**config.mk**
```make
export PLATFORM = sky130hd
export DESIGN_NAME = base_pgate
export DESIGN_NICKNAME = d
export VERILOG_FILES = /design/src/rtl/base_pgate.sv
export SDC_FILE = /design/constraint.sdc
export NUM_CORES = 1
export LEC_CHECK = 0
export CAP_MARGIN = 5
export CORE_MARGIN = 2
export CORE_UTILIZATION = 26
export DETAILED_ROUTE_END_ITERATION = 8
export PLACE_DENSITY_LB_ADDON = 0.2
export SYNTH_ARGS = -nofsm -noshare
export SYNTH_HDL_FRONTEND = slang
export SYNTH_SLANG_ARGS = --single-unit
```
**constraint.sdc**
```tcl
create_clock -name clk -period 1.8 [get_ports clk]
set_input_delay 0.18 -clock clk [delete_from_list [all_inputs] [get_ports clk]]
set_output_delay 0.18 -clock clk [all_outputs]
set_load 0.02 [all_outputs]
```
**src/rtl/base_pgate.sv**
```systemverilog
`default_nettype none
// ============================================================================
// Module : base_pgate
// Packet-aware valid/ready gate. Enable changes act on packet boundaries only.
// Optional per-open packet quota is enabled by defining BASE_PGATE_QUOTA_EN.
// Rev    : 1.0
// ============================================================================
module base_pgate #(
  parameter int WIDTH  = 64,
  parameter int CWIDTH = 16
) (
  input  logic              clk,
  input  logic              rstn,
  input  logic              en,
  input  logic [CWIDTH-1:0] quota,
  input  logic              i_v,
  output logic              i_r,
  input  logic [WIDTH-1:0]  i_d,
  input  logic              i_e,
  output logic              o_v,
  input  logic              o_r,
  output logic [WIDTH-1:0]  o_d,
  output logic              o_e,
  output logic              open,
  output logic              busy,
  output logic [CWIDTH-1:0] pkt_cnt,
  output logic              qdone
);

  typedef enum logic [1:0] {
    ST_CLOSED = 2'd0,
    ST_OPEN   = 2'd1,
    ST_DRAIN  = 2'd2
  } state_e;

  state_e            state_q, state_d;
  logic              pkt_active_q, pkt_active_d;
  logic [CWIDTH-1:0] pkt_cnt_q;
  logic              w_pass;
  logic              w_xfer;
  logic              w_eop;
  logic              w_q_exh;
  logic              w_armed;
  logic              w_qdone;

  assign w_pass = (state_q != ST_CLOSED);
  assign w_xfer = i_v & i_r;
  assign w_eop  = w_xfer & i_e;

  assign o_v     = w_pass & i_v;
  assign i_r     = w_pass & o_r;
  assign o_d     = i_d;
  assign o_e     = i_e;
  assign open    = w_pass;
  assign busy    = pkt_active_q;
  assign pkt_cnt = pkt_cnt_q;
  assign qdone   = w_qdone;

  // pkt_active_d doubles as the post-transfer packet state used by the FSM
  always_comb begin
    pkt_active_d = pkt_active_q;
    if (w_xfer) begin
      pkt_active_d = ~i_e;
    end
  end

  always_comb begin
    state_d = state_q;
    case (state_q)
      ST_CLOSED: begin
        if (en && w_armed) begin
          state_d = ST_OPEN;
        end
      end
      ST_OPEN: begin
        if (!en || w_q_exh) begin
          state_d = pkt_active_d ? ST_DRAIN : ST_CLOSED;
        end
      end
      ST_DRAIN: begin
        if (w_eop) begin
          state_d = (en && !w_q_exh) ? ST_OPEN : ST_CLOSED;
        end else if (en && !w_q_exh) begin
          state_d = ST_OPEN;
        end
      end
      default: state_d = ST_CLOSED;
    endcase
  end

  always_ff @(posedge clk or negedge rstn) begin
    if (!rstn) begin
      state_q      <= ST_CLOSED;
      pkt_active_q <= 1'b0;
      pkt_cnt_q    <= '0;
    end else begin
      state_q      <= state_d;
      pkt_active_q <= pkt_active_d;
      if (w_eop) begin
        pkt_cnt_q <= pkt_cnt_q + CWIDTH'(1);
      end
    end
  end

`ifdef BASE_PGATE_QUOTA_EN
  logic [CWIDTH-1:0] q_cnt_q, q_cnt_d;
  logic              q_lim_q, q_lim_d;
  logic              armed_q, armed_d;
  logic              qdone_q;
  logic              w_close_exh;

  assign w_q_exh = q_lim_q & ((q_cnt_q == '0) |
                              ((q_cnt_q == CWIDTH'(1)) & w_eop));
  assign w_close_exh = w_pass & w_q_exh & (state_d == ST_CLOSED);
  assign w_armed     = armed_q;
  assign w_qdone     = qdone_q;

  always_comb begin
    q_cnt_d = q_cnt_q;
    q_lim_d = q_lim_q;
    armed_d = armed_q;
    if ((state_q == ST_CLOSED) && (state_d == ST_OPEN)) begin
      q_cnt_d = quota;
      q_lim_d = |quota;
    end else if (w_eop && q_lim_q && (q_cnt_q != '0)) begin
      q_cnt_d = q_cnt_q - CWIDTH'(1);
    end
    // A cycle with en low re-arms even if exhaustion closes in that same cycle
    if (!en) begin
      armed_d = 1'b1;
    end else if (w_close_exh) begin
      armed_d = 1'b0;
    end
  end

  always_ff @(posedge clk or negedge rstn) begin
    if (!rstn) begin
      q_cnt_q <= '0;
      q_lim_q <= 1'b0;
      armed_q <= 1'b1;
      qdone_q <= 1'b0;
    end else begin
      q_cnt_q <= q_cnt_d;
      q_lim_q <= q_lim_d;
      armed_q <= armed_d;
      qdone_q <= w_close_exh;
    end
  end
`else
  logic w_unused_quota;

  assign w_unused_quota = ^quota;
  assign w_q_exh        = 1'b0;
  assign w_armed        = 1'b1;
  assign w_qdone        = 1'b0;
`endif

endmodule
`default_nettype wire

```
Yosys cells after proc, flatten, opt, wreduce, memory -nomap -nowiden

Index checks and enable logic that the tools add are counted.

Register bits after elaboration: 19
Bits of input ports: 86
Output and inout bits: 86
Logic and storage cells: 21

Add/sub/neg operators: 1
Equality and inequality tests: 3
Multiplexer cells: 7
Bitwise operators: 5
Reduce and logical (&&, ||, !) cells: 2

Operators by type and width:

| cell                  | count |
|---|---|
| $add 16x1->16 const B | 1 |
| $mux 2                | 4 |
| $pmux 2 s3            | 1 |
| $and 1x1->1           | 4 |
| $eq 2x1->1 const B    | 1 |
| $eq 2x2->1 const B    | 1 |
| $logic_not 2->1       | 1 |
| $mux 1                | 2 |
| $ne 2x2->1 const B    | 1 |
| $reduce_bool 2->1     | 1 |
| $not 1->1             | 1 |

Logic depth before layout (Yosys ltp)

Gate-level depths: netlist of run 1.

Word-level depth: 7
Depth in mapped cells: 5
Depth with buffers taken out: 4

Worst setup path before layout of run 1

Ideal clock, no wire load.

Kind: register -> register
Start point: reg pkt_cnt_q[4], in the netlist pkt_cnt[4]
End point: reg pkt_cnt_q[15], in the netlist pkt_cnt[15]
Library setup time: 128 ps
Arrival: 1279 ps
Data required time: 1672 ps
Path slack: 393 ps
Cell stages (with the launch flop): 5
Path buffers: 0
Period minus slack after synthesis: 1407 ps
Path through: dfrtp_1 -> nand4_1 -> nor3_1 -> nand4_1 -> xnor2_1

Word-level cells in the longest chain between the ends: 1

RTL lines:

| what                   | line | text |
|---|---|---|
| from (decl)            | 38   | `logic [CWIDTH-1:0] pkt_cnt_q;` |
| from (signal assigned) | 100  | `pkt_cnt_q <= pkt_cnt_q + CWIDTH'(1);` |
| $add 16x1->16          | 100  |  |

No other way between the ends.
A chain may end at the register's enable or synchronous reset.

Final worst setup path of run 1

Start point: reg state_q[1]
End point: out open

Word-level cells in the longest chain between the ends: 1

RTL lines:

| what                   | line | text |
|---|---|---|
| from (decl)            | 36   | `state_e state_q, state_d;` |
| from (signal assigned) | 97   | `state_q <= state_d;` |
| $reduce_bool 2->1      | 46   | `assign w_pass = (state_q != ST_CLOSED);` |
| to (decl)              | 24   | `output logic open,` |

No other way between the ends.

==> results.md, run 1 <==
- Die Area: 5740 um2
- Max capacitance violation total: 0
- Setup violations, final: 0
- Most common cell in the netlist: buf_4
- Share of the synthesized area in the top cell type: 0.376
- Final nets: 195
- Clock-pin slew on the worst setup and hold paths: 70 ps
- Slowest CP cell: clkdlybuf4s50_1
- CTS tree: built
- Ys Warns: 0
- Initial antenna violation count: 0
- Main synth FF type: dfrtp_1
- Register Area: between 400 and 500 um2
- Area grow syn2layout: -6.64%
- CP startpoint: state_q[1]
- Largest area contributor in the netlist: buf_4
- Most frequent cells after synthesis: buf_4 (67), dfrtp_1 (19), xnor2_1 (14)
- Longest Clk Path Bufs: 2
- Post-synth EDFFs: 0
- Syn Area/Cell: 9.49 um2
- Total number of vias: 730
- Flops & latches, synth: 19
- Final Instance Count excl. Fillers: around 180
- Die X: 75.8 um
- Post-Syn Area: roughly 1300 um2
- Post-CTS Setup Inserts: 0
- Fmax: 595 MHz
- Total track usage: 0.0903
- Hold_buf cts: 0
- # H-tree levels: 1
- Asr flop ratio synth: 1.00
- CORE AREA: a little over 5000 um2
- DRC Markers: 0
- WS Path Type: reg2out
- DRT iter0 DRCs: 36
- Max IR drop VDD: between 0.4 and 0.5 mV
- Cells after Synth: between 100 and 150
- Hold Fails Final Rpt: 0
- Max-slew violation count: 0
- Total CTS buffers: 3
- WP data required: about 1600 ps
- Crit path DAT: 1500 ps
- Period minus WS final: between 1500 and 2000 ps
- Largest net degree at the start of global routing: 20
- Clock Latency Late Sink: about 250 ps
- Vias in the first global route: about 800
- Final cell utilization of the core: 0.248
- Worst path max stage delay: about 540 ps
- Avg Vias per Cell: ~4.1
- Row cnt: 26
- Final TNS setup: 0 ps
- Type of origin of the critical path: flop
- RSZ-0062 raised after global routing: false
- IO Pins: roughly 170
- Share of cells above drive strength 1: 0.0654
- Die H: about 76 um
- Status: finished, final reports clean
- Final period util: 0.934
- Reg2reg start: state_q[1]
- WL/cell: around 14 um
- Placed Cells: 173
- Top delay family on crit path: buffers and inverters
- WL final: ~2400 um
- Cells resized by post-CTS repair: 1
- GR Overflow Total: 0
- Initial core utilization: 0.266
- Setup Skew: 2.38 ps
- CP max FO: 6
- RePlAce Congestion: 0.692
- Worst path depth: 2
- Reg2reg end: pkt_cnt[7]
- Antenna cells: 0
- Footprint of the multi-input gates: 353 um2
- Worst hold path class: in2async
- Placed wire-length estimate: between 1500 and 2000 um
- Clock sinks: 19
- Post-route ant nets: 0
- Main area contributors after synthesis: buf_4 (38%), dfrtp_1 (36%), xnor2_1 (9.2%), nand2_1 (2.5%), nand3_1 (1.9%)
- Synth cell types: 22
- IO buf count: 26
- First-pass GRT wire length: roughly 3900 um
- CP endpoint kind: output pin
- Crit-path cells: or2_1 -> clkdlybuf4s50_1
- CTS Root Cell: clkbuf_8
- Drt pass-1 iters: 4
- R2R Setup Slk: ~400 ps
- PwrDens: between 900 and 1000 nW/um2
- Syn nets: about 230
- Register area share after synthesis: 0.355
- Critical path buffers and inverters: 1
- Fillers: 539
- Worst Reg2Reg Path Length in Cells: 4
- Leakage: around 0.00051 uW
-- kinds of logic after synthesis --
logic type      count (synthesis)  share of synthesized area
simple gates                   29                      0.107
compound gates                  6                     0.0374
mux                             1                    0.00841
buf+inv                        69                      0.381
fa+ha+maj                       1                    0.00934
other cells                     1                    0.00280
flops                          19                      0.355
xor+xnor                       15                     0.0981
-- metrics by stage --
stage / hold slack, ps / instance area, um2 / total power, uW / setup slack [ps]
after global routing: 284 / 1250 / 1190 / 65.9
final: 254 / 1250 / 1130 / 118
after CTS: 264 / 1250 / 1150 / 106
after floorplan: -116 / 1340 / 888 / 393
after global placement: 360 / 1210 / 835 / 100
after detailed placement: 360 / 1210 / 837 / 88.2
-- final cells by class --
cell class / instances / area share
multi-input combinational: 53 / 0.282
sequential: 19 / 0.380
tap: 70 / 0.0701
timing repair buffer: 29 / 0.225
inverter: 2 / 0.00601
clock buffer: 4 / 0.0360
-- metal layers --
metal | up-vias | part of all wire | global-route usage
li1 | 321 | - | -
met1 | 333 | 0.37 | 0.0990
met2 | 46 | 0.44 | 0.127
met3 | 30 | 0.13 | 0.0437
met4 | 0 | 0.049 | 0.0819
met5 | - | 0 | 0
-- registers in the layout (all words and copies together) (netlist names) --
signal	count
state_q	2
busy	1
pkt_cnt	16
-- power breakdown --
part | internal (uW) | switching (uW) | leakage, uW | total, uW
Clock | 157 | 145 | 0.0000228 | 302
Combinational | 146 | 140 | 0.000240 | 286
Sequential | 477 | 60.4 | 0.000251 | 537
-- how the worst max path moves through the flow --
| stage | endpoint | slack, ps |
|---|---|---|
| 3_5_place_dp | pkt_cnt[15] | 90 |
| 6_report | open | 120 |
| 5_1_grt | o_v | 70 |
| 3_3_place_gp | pkt_cnt[15] | 100 |
| 2_1_floorplan | pkt_cnt[15] | 390 |
| 4_1_cts | open | 110 |
-- worst reg2reg max path, cell delays in order (launching register included) --
cell and delay (ps):
dfrtp_1 440, o2111a_4 260, and3_1 300, nand4_1 140
xnor2_1 140
-- placed cells by master (no fill, tap or decap), drive strengths merged, types with 2 or more instances in the layout --
cell type	instances
nand3	5
a21oi	2
nor2	3
xnor2	14
clkbuf	4
nor3	3
clkdlybuf4s50	25
nand2	9
inv	2
and3	2
nand4	4
buf	3
dfrtp	19
No activity file was read; power rests on OpenSTA's default activity.
==> run 2, diff against run 1 <==
Settings changed: CORE_MARGIN 2 to not set.
==> results.md, run 2 (synthesized netlist as in run 1, its figures left out) <==
- Status: finished, final reports clean
- Largest net degree at the start of global routing: 20 (unchanged)
- PwrDens: 904 nW/um2 (+0.43%)
- Type of origin of the critical path: flop
- Setup Skew: 2.05 ps (-0.333 ps)
- Setup violations, final: 0 (unchanged)
- Vias in the first global route: 720 (-10%)
- IO Pins: 172 (unchanged)
- Critical path buffers and inverters: 1 (unchanged)
- CTS Root Cell: clkbuf_8
- IO buf count: 26 (unchanged)
- Drt pass-1 iters: 2 (-2)
- Antenna cells: 0 (unchanged)
- Top delay family on crit path: buffers and inverters
- Die Area: 5440 um2 (-5.2%)
- Initial core utilization: 0.276 (+0.0106)
- # H-tree levels: 1 (unchanged)
- Final TNS setup: 0 ps (unchanged)
- Design area: 1240 um2 (-0.90%)
- Initial antenna violation count: 0 (unchanged)
- DRT iter0 DRCs: 32 (-11%)
- Final period util: 0.926 (-0.00821)
- Final worst slack: 133 ps (+14.8 ps)
- CORE AREA: 4850 um2 (-3.8%)
- GR Overflow Total: 0 (unchanged)
- Post-CTS Setup Inserts: 0 (unchanged)
- WP data required: 1620 ps (about the same)
- Total number of vias: 699 (-4.2%)
- Max IR drop VDD: 0.193 mV (-56%)
- Avg Vias per Cell: 4.04 (-2.0%)
- Pre-CTS setup slack: 111 ps (+23.2 ps)
- First-pass GRT wire length: 3790 um (-2.8%)
- Post-route ant nets: 0 (unchanged)
- Total CTS buffers: 3 (unchanged)
- Clock-pin slew on the worst setup and hold paths: 70 ps (about the same)
- CP max FO: 6 (unchanged)
- Crit path DAT: 1490 ps (about the same)
- DRC Markers: 0 (unchanged)
- Final cell utilization of the core: 0.255 (+0.00759)
- Worst path max stage delay: 540 ps (about the same)
- CTS tree: built
- Final nets: 194 (-0.51%)
- Most common cell after layout, fill and taps aside: clkdlybuf4s50_1
- Die X: 73.8 um (-2.6%)
- RePlAce Congestion: 0.690 (-0.22%)
- Longest Clk Path Bufs: 2 (unchanged)
- Placed cell area: 1190 um2 (-0.93%)
- WL/cell: 14.4 um (+4.9%)
- RSZ-0062 raised after global routing: false
- Clock sinks: 19 (unchanged)
- Crit-path cells: or2_1 -> clkdlybuf4s50_1
- Clock Latency Late Sink: 250 ps (about the same)
- Die H: 73.8 um (-2.6%)
- Worst hold path class: in2async
- Fmax: 600 MHz (+0.89%)
- Slowest CP cell: clkdlybuf4s50_1
- CP endpoint kind: output pin
- Total track usage: 0.0943 (+0.00395)
- Leakage: 0.000509 uW (-0.81%)
- Placed wire-length estimate: 1960 um (+7.9%)
- Row cnt: 25 (-3.8%)
- Period minus WS final: 1670 ps (-14.8 ps)
- WL final: 2490 um (+2.6%)
- Hold Fails Final Rpt: 0 (unchanged)
- WS Path Type: reg2out
- Max capacitance violation total: 0 (unchanged)
- Max-slew violation count: 0 (unchanged)
- Area grow syn2layout: -7.48%
- Max reg flops: 16 (unchanged)
- Share of cells above drive strength 1: 0.0566 (-0.00882)
- Most frequent cells in the layout: clkdlybuf4s50_1 (25), dfrtp_1 (19), xnor2_1 (14), nand2_1 (9), nand3_1 (5)
==> run 2: worst paths after layout <==
check                      slack [ps]  depth (start not counted)        start          end
max reg2reg                       340                          4   pkt_cnt[5]  pkt_cnt[15]
min                               260                          2         rstn  pkt_cnt[15]
min reg2reg                       470                          1  pkt_cnt[15]  pkt_cnt[15]
min in group clk                  360                          0       i_d[1]       o_d[1]
max                               130                          2   state_q[1]         open
max in group asynchronous        1330                          2         rstn   pkt_cnt[4]
==> run 2: power breakdown <==
| group | total, uW | switching (uW) | internal, uW |
|---|---|---|---|
| sequential | 534 | 56.9 | 477 |
| clock | 299 | 142 | 157 |
| combinational | 287 | 140 | 147 |
==> run 2: final cells by class <==
type | instances | area, um2
fillers | 518 | 3610
flip-flops and latches | 19 | 475
multi-input cells | 53 | 353
repair buffers | 28 | 274
well taps | 67 | 83.8
clock buffers | 4 | 45.0
inverters | 2 | 7.51
==> run 2: through the flow <==
stage	std cells	hold slack (ps)	power [uW]
finish	173	258	1120
floorplan	141	-116	888
detailed placement	169	360	839
CTS	173	267	1150
global placement	169	360	833
global route	173	274	1200
==> run 2: timing repair <==
item	4_1_cts	5_1_grt
setup endpoints to repair	1	0
resized for setup	1	0
hold buffers	0	0
==> run 2: metal layers <==
metal / wire length (um) / GRT usage
met5: 0 / 0
met4: 72 / 0.0534
met3: 316 / 0.0590
met1: 866 / 0.0865
met2: 1230 / 0.159
